--- config.mk ---
export PLATFORM = sky130hd
export DESIGN_NAME = sample_expand_arbiter
export DESIGN_NICKNAME = d
export VERILOG_FILES = /design/src/rtl/sample_expand_arbiter.sv
export SDC_FILE = /design/constraint.sdc
export NUM_CORES = 1
export LEC_CHECK = 0
export ABC_AREA = 1
export BUFFER_PORTS_ARGS = -buffer_cell sky130_fd_sc_hd__buf_2
export CORE_UTILIZATION = 45
export CTS_CLUSTER_SIZE = 12
export DETAILED_ROUTE_END_ITERATION = 8
export PLACE_DENSITY = 0.95
export SYNTH_ARGS = -nofsm -noshare
export SYNTH_HDL_FRONTEND = slang
export SYNTH_SLANG_ARGS = --single-unit
--- constraint.sdc ---
create_clock -name clk -period 2 [get_ports clk]
set_clock_uncertainty 0.1 [all_clocks]
set_input_delay 0.4 -clock clk [delete_from_list [all_inputs] [get_ports clk]]
set_output_delay 0.4 -clock clk [all_outputs]
set_load 0.02 [all_outputs]
--- src/rtl/sample_expand_arbiter.sv ---
// rtl/sample_expand_arbiter.sv - round-robin arbiter feeding one shared sign-extender into a result register
// signed_expand is the shared datapath; sample_expand_arbiter schedules channels onto it.

module signed_expand #(
  parameter int operand_size   = 12,
  parameter int expansion_size = 4
) (
  input  logic [operand_size-1:0]                operand,
  output logic [operand_size+expansion_size-1:0] expanded
);
  assign expanded = {{expansion_size{operand[operand_size-1]}}, operand};
endmodule

module sample_expand_arbiter #(
  parameter int N_CH           = 2,
  parameter int operand_size   = 12,
  parameter int expansion_size = 4
) (
  input  logic                                   clk,
  input  logic                                   rst_n,
  input  logic [N_CH-1:0]                        req_valid,
  input  logic [N_CH*operand_size-1:0]           req_data,
  output logic [N_CH-1:0]                        req_ready,
  output logic                                   out_valid,
  output logic [operand_size+expansion_size-1:0] out_data,
  output logic [$clog2(N_CH)-1:0]                out_ch,
  input  logic                                   out_ready
);
  localparam int CW = $clog2(N_CH);
  localparam int OW = operand_size + expansion_size;

  typedef enum logic {EMPTY, FULL} state_t;

  state_t                  state, state_nxt;
  logic [CW-1:0]           rr_ptr;
  logic [CW-1:0]           grant;
  logic                    grant_vld;
  logic                    can_load;
  logic                    take;
  logic [operand_size-1:0] grant_sample;
  logic [OW-1:0]           grant_expanded;

  // Walk downward from the farthest offset so the requester nearest rr_ptr wins.
  always_comb begin
    grant_vld = 1'b0;
    grant     = '0;
    for (int k = N_CH-1; k >= 0; k--) begin
      if (req_valid[(int'(rr_ptr) + k) % N_CH]) begin
        grant_vld = 1'b1;
        grant     = CW'((int'(rr_ptr) + k) % N_CH);
      end
    end
  end

  assign can_load = (state == EMPTY) || out_ready;
  assign take     = rst_n && can_load && grant_vld;

  always_comb begin
    req_ready = '0;
    if (take) req_ready[grant] = 1'b1;
  end

  // Only the granted slice is selected, so junk on idle channels cannot leak.
  assign grant_sample = req_data[int'(grant)*operand_size +: operand_size];

  signed_expand #(
    .operand_size   (operand_size),
    .expansion_size (expansion_size)
  ) u_expand (
    .operand  (grant_sample),
    .expanded (grant_expanded)
  );

  always_ff @(posedge clk or negedge rst_n) begin
    if (!rst_n) state <= EMPTY;
    else        state <= state_nxt;
  end

  always_comb begin
    state_nxt = state;
    case (state)
      EMPTY:   if (take) state_nxt = FULL;
      FULL:    if (out_ready && !take) state_nxt = EMPTY;
      default: state_nxt = EMPTY;
    endcase
  end

  assign out_valid = (state == FULL);

  always_ff @(posedge clk or negedge rst_n) begin
    if (!rst_n) begin
      out_data <= '0;
      out_ch   <= '0;
      rr_ptr   <= '0;
    end else if (take) begin
      out_data <= grant_expanded;
      out_ch   <= grant;
      if (int'(grant) == N_CH-1) rr_ptr <= '0;
      else                       rr_ptr <= grant + 1'b1;
    end
  end
endmodule

Yosys cells after proc, flatten, opt, wreduce, memory -nomap -nowiden

Index checks and enable logic that the tools add are counted.
W data, S select, Z words.

Multipliers: 1
Shifts and indexed selects: 1
Reduce and logical (&&, ||, !) cells: 6
Add/subtract/negate cells: 2
Mux-type cells: 16
Bitwise operators: 2
$lt $le $gt $ge: 4

Operators with widths:

| operator              | number |
|---|---|
| $shiftx A24 B6 Y12    | 1 |
| $mux W1               | 13 |
| $logic_and A1 B1 Y1   | 4 |
| $lt A1 B2 Y1 const B  | 2 |
| $lt A2 B3 Y1 const B  | 1 |
| $mul A1 B2 Y3 const B | 1 |
| $add A1 B1 Y1 const B | 2 |
| $mux W2               | 1 |
| $pmux W1 S2           | 1 |
| $and A1 B1 Y1 const A | 1 |
| $demux W1 S1          | 1 |
| $ge A1 B1 Y1 const B  | 1 |
| $logic_not A1 Y1      | 1 |
| $logic_or A1 B1 Y1    | 1 |
| $not A1 Y1            | 1 |

Register bits: 15
Input bits: 29

Logic depth before layout (Yosys ltp)

Gate-level depths: netlist of run 1.

Word-level depth: 12
Mapped depth: 8

Hierarchy

A second synthesis of run 1 with hierarchy kept.

Cell total of the unflattened synthesis: 147
Area, all modules: 1114.8 µm²

By module, submodules not included:

| module                | area an instance (µm²) | instances | seq. area each (µm²) | cells each |
|---|---|---|---|---|
| sample_expand_arbiter | 994.7                  | 1         | 475.5                | 131 |
| signed_expand         | 120.1                  | 1         | 0.0                  | 16 |

Worst setup path after synthesis of run 1

No wires, ideal clock.

Path kind: input -> output
Start: input req_valid[0]
End: output req_ready[1]
Setup slack: 487 ps
Buffers on the path: 1
Stages on the path: 6
Arrival time: 1013 ps
Cell sequence: nand2_1 nand2_1 buf_4 inv_1 nand2_1 inv_1

Word-level cells in the longest chain between the ends: 10
Elaborated cells on any way between the ends: 16
Classes of those cells: order compare: 2; mux: 12; reduce/logical: 2

Ends and longest elaborated chain:

| what                                                                      | RTL line | source |
|---|---|---|
| start: declaration                                                        | 21       | `input logic [N_CH-1:0] req_valid,` |
| $mux W1 (not written as such) (3 in series)                               | 48       | `if (req_valid[(int'(rr_ptr) + k) % N_CH]) begin` |
| $mux W1 (2 in series)                                                     | 48       |  |
| $lt A1 B2 Y1 (not written as such) / $ge A1 B1 Y1 (equally long branches) | 60       | `if (take) req_ready[grant] = 1'b1;` |
| $logic_and A1 B1 Y1 (not written as such)                                 | 60       |  |
| $mux W1 (not written as such)                                             | 60       |  |
| $demux W1 S1                                                              | 60       |  |
| $mux W2 *                                                                 | 60       |  |
| end: declaration                                                          | 23       | `output logic [N_CH-1:0] req_ready,` |

Mark *: on every way between the ends. The rest lies on a longest branch, timed or not. The select of a mux whose other input is x is not followed.

Worst setup path after layout of run 1

Start: register state (netlist: out_valid)
End: output req_ready[0]

Word-level cells in the longest chain between the ends: 5

Ends and longest elaborated chain:

| what                              | RTL line | source |
|---|---|---|
| start: declaration                | 34       | `state_t state, state_nxt;` |
| start signal: assignment          | 76       | `else state <= state_nxt;` |
| $not A1 Y1                        | -        |  |
| $logic_or A1 B1 Y1                | 55       | `assign can_load = (state == EMPTY) \|\| out_ready;` |
| $logic_and A1 B1 Y1 (2 in series) | 56       | `assign take = rst_n && can_load && grant_vld;` |
| $mux W2                           | 60       |  |

No other way between the ends.

==> results of run 1 <==
-- worst max-delay path by stage --
stage | from | to | slack (ns)
after floorplan | req_valid[0] | req_ready[1] | 0.49
after detailed placement | req_valid[1] | req_ready[0] | 0.27
after CTS | out_valid | req_ready[0] | 0.08
final | out_valid | req_ready[0] | 0.09
after global placement | req_valid[1] | req_ready[1] | 0.30
after global routing | out_valid | req_ready[0] | 0.007
-- cells by family after synthesis --
family                 Yosys count  share of synthesized area
flip-flops                      15                     0.4608
AO/OA/AOI/OAI                    2                    0.01689
AND/OR/NAND/NOR                 82                     0.4086
buffers and inverters           16                     0.1137
-- worst max-delay path, delay by kind of cell (launching register included) --
family                 cells  cell delay (ns)
AND/OR/NAND/NOR            3             0.47
flip-flops                 1             0.39
buffers and inverters      3             0.28
-- cells in the final DEF, fill, tap and decap left out, types with 3 or more instances in the layout --
cell type   n
buf_4       4
nand2_1    67
dfrtp_1    15
nand3_1    12
buf_2      48
clkbuf_4    3
inv_1       6
-- where the power goes --
group / leakage (nW) / internal, mW / switching, mW
Sequential: 0.186 / 0.357 / 0.0296
Clock: 0.0150 / 0.0773 / 0.0968
Combinational: 0.503 / 0.117 / 0.211
Total: 0.704 / 0.552 / 0.337
-- state kept, by name (all words and copies together), names as in the netlist --
register	cells
out_ch	1
out_data	12
out_valid	1
rr_ptr	1
-- cells in the mapped netlist --
| master | n | area (sq um) |
|---|---|---|
| inv_2 | 1 | 3.750 |
| inv_1 | 6 | 22.52 |
| o21ai_2 | 1 | 8.760 |
| buf_4 | 6 | 45.04 |
| nor2_4 | 1 | 11.26 |
| nand2_2 | 1 | 6.260 |
| nor2_1 | 1 | 3.750 |
| buf_2 | 2 | 10.01 |
| o21ai_0 | 1 | 5.000 |
| nand3_1 | 12 | 60.06 |
| nand2_1 | 67 | 251.5 |
| dfrtp_1 | 15 | 375.4 |
| buf_6 | 1 | 11.26 |
-- metal layers --
layer	wire length, um	share of wire	GRT usage
met5	0	0	0
met4	21	0.011	0.07273
met3	101	0.053	0.01224
met2	1034	0.54	0.4059
met1	752	0.39	0.2330
-- final cells by class --
type / instances / area (sq um) / area share
flip-flops and latches: 15 / 375.4 / 0.3456
inverters: 7 / 26.28 / 0.02419
clock buffers: 4 / 26.28 / 0.02419
repair buffers: 53 / 280.3 / 0.2581
multi-input cells: 84 / 346.6 / 0.3191
well taps: 25 / 31.28 / 0.02880
-- through the flow --
stage / hold slack (ns) / setup slack, ns / instance area [sq um] / utilization
final: 0.2994 / 0.08822 / 1086 / 0.6359
after global routing: 0.3142 / 0.006646 / 1086 / 0.6359
after CTS: 0.2992 / 0.07876 / 1086 / 0.6359
after detailed placement: 0.3020 / 0.2678 / 1050 / 0.6147
after global placement: 0.2917 / 0.2955 / 1050 / 0.6147
after floorplan: 0.004409 / 0.4871 / 814.5 / -
-- timing repair --
item,CTS,global route
setup buffers,0,0
hold buffers,1,0
hold endpoints to repair,7,0
==> results.json, run 1 <==
{
  "status": "finished clean",
  "layout.nets": 193,
  "worst_hold_startpoint": "req_data[6]",
  "slowest_stage": "dfrtp_1",
  "numClockSinks": 15,
  "synthCells": 115,
  "timing.critical_path.fanout_max": 15,
  "cap_violations": 0,
  "route.detailed.drc": 0,
  "antenna-diode-count": 0,
  "clk_pin_slew_worst_paths_ns": 0.09,
  "min_delay_worst_endpoint": "out_data[6]",
  "avgViaCountPerCell": 4.766,
  "core_area_sq_um": 1708,
  "final-setup-viol-count": 0,
  "timing.critical_path.slowest_cell_delay_ns": 0.39,
  "setup_repair_after_global_routing_missed_its_margin": "false",
  "cts_inserted_buffers": 3,
  "crit-reg2reg-launch": "rr_ptr",
  "grt_start_max_net_pins": 16,
  "critical_path.reg2reg.endpoint": "out_data[3]",
  "synth_area_sq_um": 814.5,
  "fmaxAchievable_mhz": 523.1,
  "category_of_the_most_critical_setup_path": "register to primary output",
  "grt_pass1_wl_mm": 3.063,
  "design.die.area_sq_um": 1984,
  "worst_ir_drop_vdd_v": 0.0004073,
  "worst_path_required_time_ns": 1.50,
  "post_synth.cell_area_avg_sq_um": 7.083,
  "routed_wire_length_per_instance_um": 10.16,
  "floorplan.initialDensity": 0.4769,
  "timing.critical_path.arrival_ns": 1.41,
  "num-fill-cells": 148,
  "die_w_um": 44.55,
  "worstMarginPinSlew_ns": 0.3053,
  "synth_fp_nets": 144,
  "worst_hold_path_type": "input port to register",
  "1st_iter_drt_viols": 15,
  "numPortBuffers": 48,
  "yosys_warnings": 0,
  "final_max_slew_viol_count": 0,
  "holdPathStages": 5,
  "cts_resized": 0,
  "tns_ns": 0,
  "cts.root.buffer_cell": "clkbuf_4",
  "hold_violations": 0,
  "timing.max_slew.rel_slack": 0.7960,
  "timing.final.crit_period_ns": 1.912,
  "final_cells": 188,
  "antenna_found_initial": 0,
  "tritoncts": "done",
  "worstSetupEndpointType": "primary output",
  "first_global_vias": 780,
  "placed_cells_incl_taps": 183,
  "p_leak_nw": 0.7043,
  "count_of_cells_along_the_worst_register_to_register_path": 8,
  "pin_count": 49,
  "vias": 896,
  "htree_levels": 1,
  "min_period_over_period": 0.9559,
  "detail_route.wirelength_mm": 1.910,
  "fp.dieH_um": 44.55,
  "gpl.final_weighted_congestion": 0.6844,
  "cp_cell_sequence": "inv_1, nor2_1, nor2_4, nand2_1, inv_1, buf_2",
  "final_layout_size_suffix_gt1_frac": 0.3620,
  "globalRouteOverflowTotal": 0,
  "critical_path.startpoint_type": "register",
  "detailedPlacementHpwl_mm": 1.490,
  "placement_rows": 15,
  "setup.reg_to_reg.worst_slack_ns": 0.68,
  "finalPower_mw": 0.8889,
  "yosys_register_bits": 15,
  "areaGrowthSynthToFinish_pct": 33.33,
  "path_common_cell": "inv_1",
  "antenna_violating_nets_post_route": 0,
  "pwr_density_cell_nw_per_um2": 818.5,
  "gr-usage-all-layers": 0.2074,
  "post_synth_num_cell_types": 13,
  "synth-seq-area-share": 0.4608,
  "clock_path_buffers": 2,
  "detail_route.first_pass.iterations": 4,
  "clock_insertion_delay_worst_skew_ns": 0.28
}
Note: power is estimated with default switching activity, not from simulation.
==> run 2, diff against run 1 <==
Settings changed: CORE_UTILIZATION 45 to 50, SYNTH_HIERARCHICAL from default to 1.
==> run 2 against run 1 <==
Worst hold slack better by 0.018 ns. Synthesized area is 37% higher. Sequential share of layout area is 2.3 points higher. Sequential power is 25% higher. Cell area is 19% higher. Critical path depth stayed put. Setup slack better by 0.17 ns. Die area is 22% higher. Critical path type unchanged. Register-to-register slack worse by 0.05 ns.
==> results.json, run 2 <==
{
  "tns_ns": 0,
  "critical_path.endpoint": "req_ready[0]",
  "final-setup-viol-count": 0,
  "status": "finished clean",
  "min_period_over_period": 0.8728,
  "numClockSinks": 19,
  "timing.critical_path.arrival_ns": 1.25,
  "fmaxAchievable_mhz": 572.9,
  "worst_path_required_time_ns": 1.50,
  "category_of_the_most_critical_setup_path": "register to primary output",
  "detailedPlacementHpwl_mm": 1.650,
  "synth_fp_nets": 176,
  "final_max_slew_viol_count": 0,
  "layout.nets": 213,
  "max_flop_register": "out_data",
  "synth_commonest_cells": "nand2_1 (75), buf_4 (20), dfrtp_1 (19)",
  "dp_worst_setup_slack_ns": 0.2992,
  "gr-usage-all-layers": 0.2066,
  "cts.root.buffer_cell": "clkbuf_4",
  "route.detailed.drc": 0,
  "die_w_um": 49.22,
  "design.die.area_sq_um": 2423,
  "gpl.final_weighted_congestion": 0.7759,
  "slowest_stage": "dfrtp_1",
  "asyncSetResetFlopFracSynth": 1.000,
  "setup_repair_after_global_routing_missed_its_margin": "false",
  "final_cells": 210,
  "detail_route.wirelength_mm": 2.155,
  "yosys_warnings": 6,
  "antenna_violating_nets_post_route": 0,
  "routed_wire_length_per_instance_um": 10.26,
  "globalRouteOverflowTotal": 0,
  "timing.critical_path.fanout_max": 2,
  "core_area_sq_um": 2022,
  "vias": 972,
  "grt_pass1_wl_mm": 3.912,
  "fp.dieH_um": 49.22,
  "final_common_cell": "nand2_1",
  "1st_iter_drt_viols": 8,
  "detail_route.first_pass.iterations": 4,
  "setup.reg_to_reg.worst_slack_ns": 0.63,
  "clock_path_buffers": 2,
  "timing.critical_path.slowest_cell_delay_ns": 0.40,
  "synth-seq-area-share": 0.4265,
  "critical_path.startpoint_type": "register",
  "antenna_found_initial": 0,
  "critical_path.reg2reg.endpoint": "out_data[11]",
  "pin_count": 49,
  "areaGrowthSynthToFinish_pct": 15.83,
  "critical-path-top-delay-family": "flip-flops",
  "count_of_cells_along_the_worst_register_to_register_path": 8,
  "placed_cells_incl_taps": 205,
  "numPortBuffers": 48,
  "floorplan.initialDensity": 0.5514,
  "cp_cell_sequence": "inv_1, nand2_1, nand2_1, nand3_1, inv_1, buf_2",
  "placement_rows": 16,
  "cp.buffers_inverters": 3,
  "timing.final.crit_period_ns": 1.746,
  "p_leak_nw": 0.8123,
  "worstMarginPinSlew_ns": 0.2623,
  "worstSetupEndpointType": "primary output",
  "final_layout_size_suffix_gt1_frac": 0.3552,
  "grt_start_max_net_pins": 21,
  "setup.worst_path.start": "rr_ptr",
  "htree_levels": 1,
  "cap_violations": 0,
  "synth_area_sq_um": 1115,
  "antenna-diode-count": 0,
  "synth_edf_count": 0,
  "post_synth.cell_area_avg_sq_um": 7.584,
  "tritoncts": "done",
  "netlist_top_cells_area": "dfrtp_1 (43%), nand2_1 (25%), buf_4 (13%)",
  "first_global_vias": 902,
  "final_critical_path_setup_slack_ns": 0.2544,
  "primary_ff_master_synth": "dfrtp_1",
  "timing.max_slew.rel_slack": 0.8251,
  "post_synth_num_cell_types": 14,
  "clk_pin_slew_worst_paths_ns": 0.11,
  "pwr_density_cell_nw_per_um2": 799.6,
  "clock_insertion_delay_worst_skew_ns": 0.29,
  "hold_violations": 0,
  "avgViaCountPerCell": 4.629,
  "max_ffs_per_register": 16,
  "worst_ir_drop_vdd_v": 0.0004000,
  "worst_hold_path_type": "input port to register",
  "yosysTopAreaCell": "dfrtp_1",
  "worst-path-stages": 6,
  "cts_inserted_buffers": 3,
  "top_library_cells_by_usage_in_the_layout_fill_and_taps_aside": "nand2_1 (75), buf_2 (48), dfrtp_1 (19)",
  "crit-reg2reg-launch": "rr_ptr",
  "synthCells": 147,
  "yosys_register_bits": 19,
  "synthDominantCellAreaShare": 0.4265,
  "yosysMostFrequentCell": "nand2_1"
}
-- run 2: kinds of logic after synthesis --
kind of cell    after synthesis  share of synthesized area
buf+inv                      29                     0.1785
compound gates                2                    0.01234
simple gates                 97                     0.3827
flops                        19                     0.4265
-- run 2: cell type report --
class / instances / area [sq um]
flip-flops and latches: 19 / 475.5
clock inverters: 1 / 5.005
multi-input cells: 99 / 440.4
clock buffers: 3 / 22.52
fillers: 209 / 730.7
inverters: 7 / 26.28
well taps: 27 / 33.78
repair buffers: 54 / 287.8
-- run 2: how the worst min path moves through the flow --
stage | from | end | cells past startpoint | slack, ns
after floorplan | rst_n | out_ch | 0 | 0.004
after global placement | rst_n | out_data[10] | 2 | 0.31
final | req_data[22] | out_data[10] | 5 | 0.32
after CTS | req_data[12] | out_data[0] | 5 | 0.32
after global routing | req_data[18] | out_data[6] | 5 | 0.34
after detailed placement | rst_n | out_data[10] | 2 | 0.31
-- run 2: power by group --
| group | leakage [nW] | total [mW] | internal [mW] | switching (mW) |
|---|---|---|---|---|
| Sequential | 0.237 | 0.484 | 0.451 | 0.0328 |
| Combinational | 0.558 | 0.355 | 0.127 | 0.229 |
| Clock | 0.0177 | 0.193 | 0.0743 | 0.119 |
-- run 2: worst reg2reg max path: cells and delay by family, from the launching register on --
kind / cells / cell delay, ns
AND/OR/NAND/NOR: 6 / 0.53
buffers and inverters: 2 / 0.28
flip-flops: 1 / 0.40
-- run 2: stage by stage --
| step | power, mW | util | cell area (sq um) | hold slack, ns |
|---|---|---|---|---|
| 2_1_floorplan | 0.7666 | - | 1115 | 0.004409 |
| 3_3_place_gp | 0.8391 | 0.6201 | 1254 | 0.3065 |
| 3_5_place_dp | 0.8479 | 0.6201 | 1254 | 0.3130 |
| 4_1_cts | 1.041 | 0.6386 | 1291 | 0.3161 |
| 5_1_grt | 1.110 | 0.6386 | 1291 | 0.3387 |
| 6_report | 1.033 | 0.6386 | 1291 | 0.3179 |
-- run 2: routing by layer --
metal  share of wire  up-vias  GRT usage  wire length, um
li1                -      510          -                -
met1            0.43      426     0.2634              935
met2            0.52       34     0.3676             1115
met3           0.039        2   0.009346               84
met4          0.0088        0    0.07353               19
met5               0        -          0                0
-- run 2: repair_timing --
| item | 4_1_cts | 5_1_grt |
|---|---|---|
| endpoints found under the hold margin | 19 | 0 |
| hold buffers | 1 | 0 |
| setup buffers | 0 | 0 |
| resized for setup | 0 | 0 |
==> run 3, diff against run 2 <==
Settings changed: ABC_AREA 1 to default, CORE_UTILIZATION 50 to 49, SETUP_SLACK_MARGIN from default to 0.05.
==> run 3 against run 2 <==
Largest cell class unchanged. Flip-flop and latch count did not move. Final cell count fell by 31%. Sequential power rose by 6.6%. Critical path depth fell by 2. Synthesized area fell by 6.7%.
==> results.json, run 3 <==
{
  "status": "finished clean",
  "grt_pass1_wl_mm": 2.601,
  "grt_start_max_net_pins": 20,
  "yosysMostFrequentCell": "mux2_2",
  "numClockSinks": 19,
  "clock_path_buffers": 2,
  "post_synth.cell_area_avg_sq_um": 13.33,
  "timing.max_slew.rel_slack": 0.8246,
  "timing.critical_path.arrival_ns": 1.38,
  "synth_commonest_cells": "mux2_2 (27), dfrtp_1 (19), buf_4 (16)",
  "final_max_slew_viol_count": 0,
  "final_layout_size_suffix_gt1_frac": 0.7607,
  "fp.dieH_um": 48.07,
  "groute.layer.met2.usage": 0.2811,
  "top_library_cells_by_usage_in_the_layout_fill_and_taps_aside": "buf_2 (48), mux2_2 (27), dfrtp_1 (19)",
  "post-route-util": 0.6231,
  "avgViaCountPerCell": 4.701,
  "pwr_density_cell_nw_per_um2": 896.8,
  "pin_count": 49,
  "tritoncts": "done",
  "numPortBuffers": 48,
  "placed_cell_area_sq_um": 1197,
  "antenna_violating_nets_post_route": 0,
  "groute.layer.met1.usage": 0.2156,
  "max_ffs_per_register": 16,
  "cp_cell_sequence": "o21ai_4, buf_4, and2_1, buf_2",
  "routed_wire_length_per_instance_um": 12.26,
  "synth_area_sq_um": 1040,
  "floorplan.initialDensity": 0.5246,
  "route.detailed.drc": 0,
  "cts_setup_buffers": 0,
  "vias": 677,
  "gr-max-usage-layer": "met2",
  "timing.critical_path.slowest_cell_delay_ns": 0.43,
  "finalPower_mw": 1.107,
  "post_synth_num_cell_types": 13,
  "cts.root.buffer_cell": "clkbuf_4",
  "detail_route.wirelength_mm": 1.765,
  "min_period_over_period": 0.9388,
  "ctsHoldBuffers": 1,
  "core_area_sq_um": 1982,
  "timing.critical_path.fanout_max": 9,
  "cp.buffers_inverters": 2,
  "detail_route.first_pass.iterations": 2,
  "worstMarginPinSlew_ns": 0.2631,
  "synth_edf_count": 0,
  "max_flop_register": "out_data",
  "seqCellArea_sq_um": 475.5,
  "synthCells": 78,
  "gpl.final_weighted_congestion": 0.6526,
  "1st_iter_drt_viols": 1,
  "synthDominantCellAreaShare": 0.4573,
  "category_of_the_most_critical_setup_path": "register to primary output",
  "yosys_register_bits": 19,
  "design.die.area_sq_um": 2310,
  "clk_pin_slew_worst_paths_ns": 0.11,
  "yosysTopAreaCell": "dfrtp_1",
  "htree_levels": 1,
  "slowest_stage": "dfrtp_1",
  "primary_ff_master_synth": "dfrtp_1",
  "antenna_found_initial": 0,
  "yosys_warnings": 6,
  "antenna-diode-count": 0,
  "timing.final.crit_period_ns": 1.878,
  "cts_inserted_buffers": 3,
  "worst_hold_path_type": "input port to register",
  "worstSetupEndpointType": "primary output",
  "final_area_sq_um": 1235,
  "globalRouteMet3Util": 0.01132,
  "cts_resized": 0,
  "cap_violations": 0,
  "final-setup-viol-count": 0,
  "num-fill-cells": 168,
  "p_leak_nw": 0.6174,
  "clock_insertion_delay_worst_skew_ns": 0.29,
  "critical-path-top-delay-family": "flip-flops",
  "placed_cells_incl_taps": 139,
  "final_cells": 144,
  "detailedPlacementHpwl_mm": 1.387,
  "critical_path.startpoint_type": "register",
  "layout.nets": 147,
  "first_global_vias": 621,
  "worst_ir_drop_vdd_v": 0.0004974,
  "worst_path_required_time_ns": 1.50,
  "hold_violations": 0,
  "setup_repair_after_global_routing_missed_its_margin": "false",
  "gr-usage-all-layers": 0.1668,
  "areaGrowthSynthToFinish_pct": 18.77,
  "final_common_cell": "buf_2",
  "die_w_um": 48.07,
  "synth_fp_nets": 107,
  "multi_input_comb_area_sq_um": 395.4,
  "netlist_top_cells_area": "dfrtp_1 (46%), mux2_2 (29%), buf_4 (12%)",
  "tns_ns": 0,
  "placement_rows": 16,
  "synth-seq-area-share": 0.4573,
  "asyncSetResetFlopFracSynth": 1.000,
  "fmaxAchievable_mhz": 532.6,
  "globalRouteOverflowTotal": 0
}
run 3: changes by cell type after synthesis, sizes merged, moves of 3 or more:
cell	change
buf	-3
nand3	-19
inv	-3
mux2	+29
nand2	-76
run 3: path summary, 6_finish.rpt:
| kind | cells past startpoint | endpoint | start | slack, ns |
|---|---|---|---|---|
| hold reg to reg | 1 | out_data[12] | out_data[12] | 0.41 |
| min in group asynchronous | 3 | out_data[9] | rst_n | 0.56 |
| setup / recovery | 4 | req_ready[0] | rr_ptr | 0.12 |
| hold / removal | 2 | out_valid | out_ready | 0.19 |
| setup reg to reg | 4 | out_data[15] | rr_ptr | 0.36 |
| max in group asynchronous | 3 | out_data[14] | rst_n | 1.04 |
run 3: cell type report:
type	count	share of cell area
inverter	4	0.01216
sequential	19	0.3850
clock buffer	3	0.01824
multi-input combinational	36	0.3202
timing repair buffer	54	0.2330
clock inverter	1	0.004053
tap	27	0.02736
run 3: logic make-up (layout without fill, tap and decap cells):
kind of cell           count (synthesis)  after routing  share of synthesized area
multiplexers                          30             30                     0.3309
buffers and inverters                 23             62                     0.1625
flip-flops                            19             19                     0.4573
AO/OA/AOI/OAI                          4              4                    0.03731
AND/OR/NAND/NOR                        2              2                    0.01204
run 3: worst register-to-register path, stage by stage, from the launching register on:
cell	delay (ns)
dfrtp_1	0.43
o21ai_4	0.17
buf_4	0.19
mux2_2	0.38
mux2_2	0.27
run 3: power breakdown:
| part | switching (mW) | leakage [nW] | internal (mW) |
|---|---|---|---|
| logic | 0.211 | 0.378 | 0.192 |
| registers | 0.0467 | 0.222 | 0.469 |
| clock network | 0.114 | 0.0177 | 0.0742 |
| total | 0.372 | 0.617 | 0.736 |
run 3: per-stage QoR:
stage | worst slack (ns) | hold WS (ns)
floorplan | 0.2802 | 0.004409
global route | 0.05752 | 0.1945
CTS | 0.1162 | 0.1892
detailed placement | 0.2453 | 0.3008
finish | 0.1223 | 0.1922
global placement | 0.2896 | 0.2919
run 3: metal layers:
metal,wire (um),vias up,share of wire
met5,0,-,0
met4,19,0,0.011
met3,42,2,0.024
met2,996,17,0.56
met1,706,332,0.40
li1,-,326,-
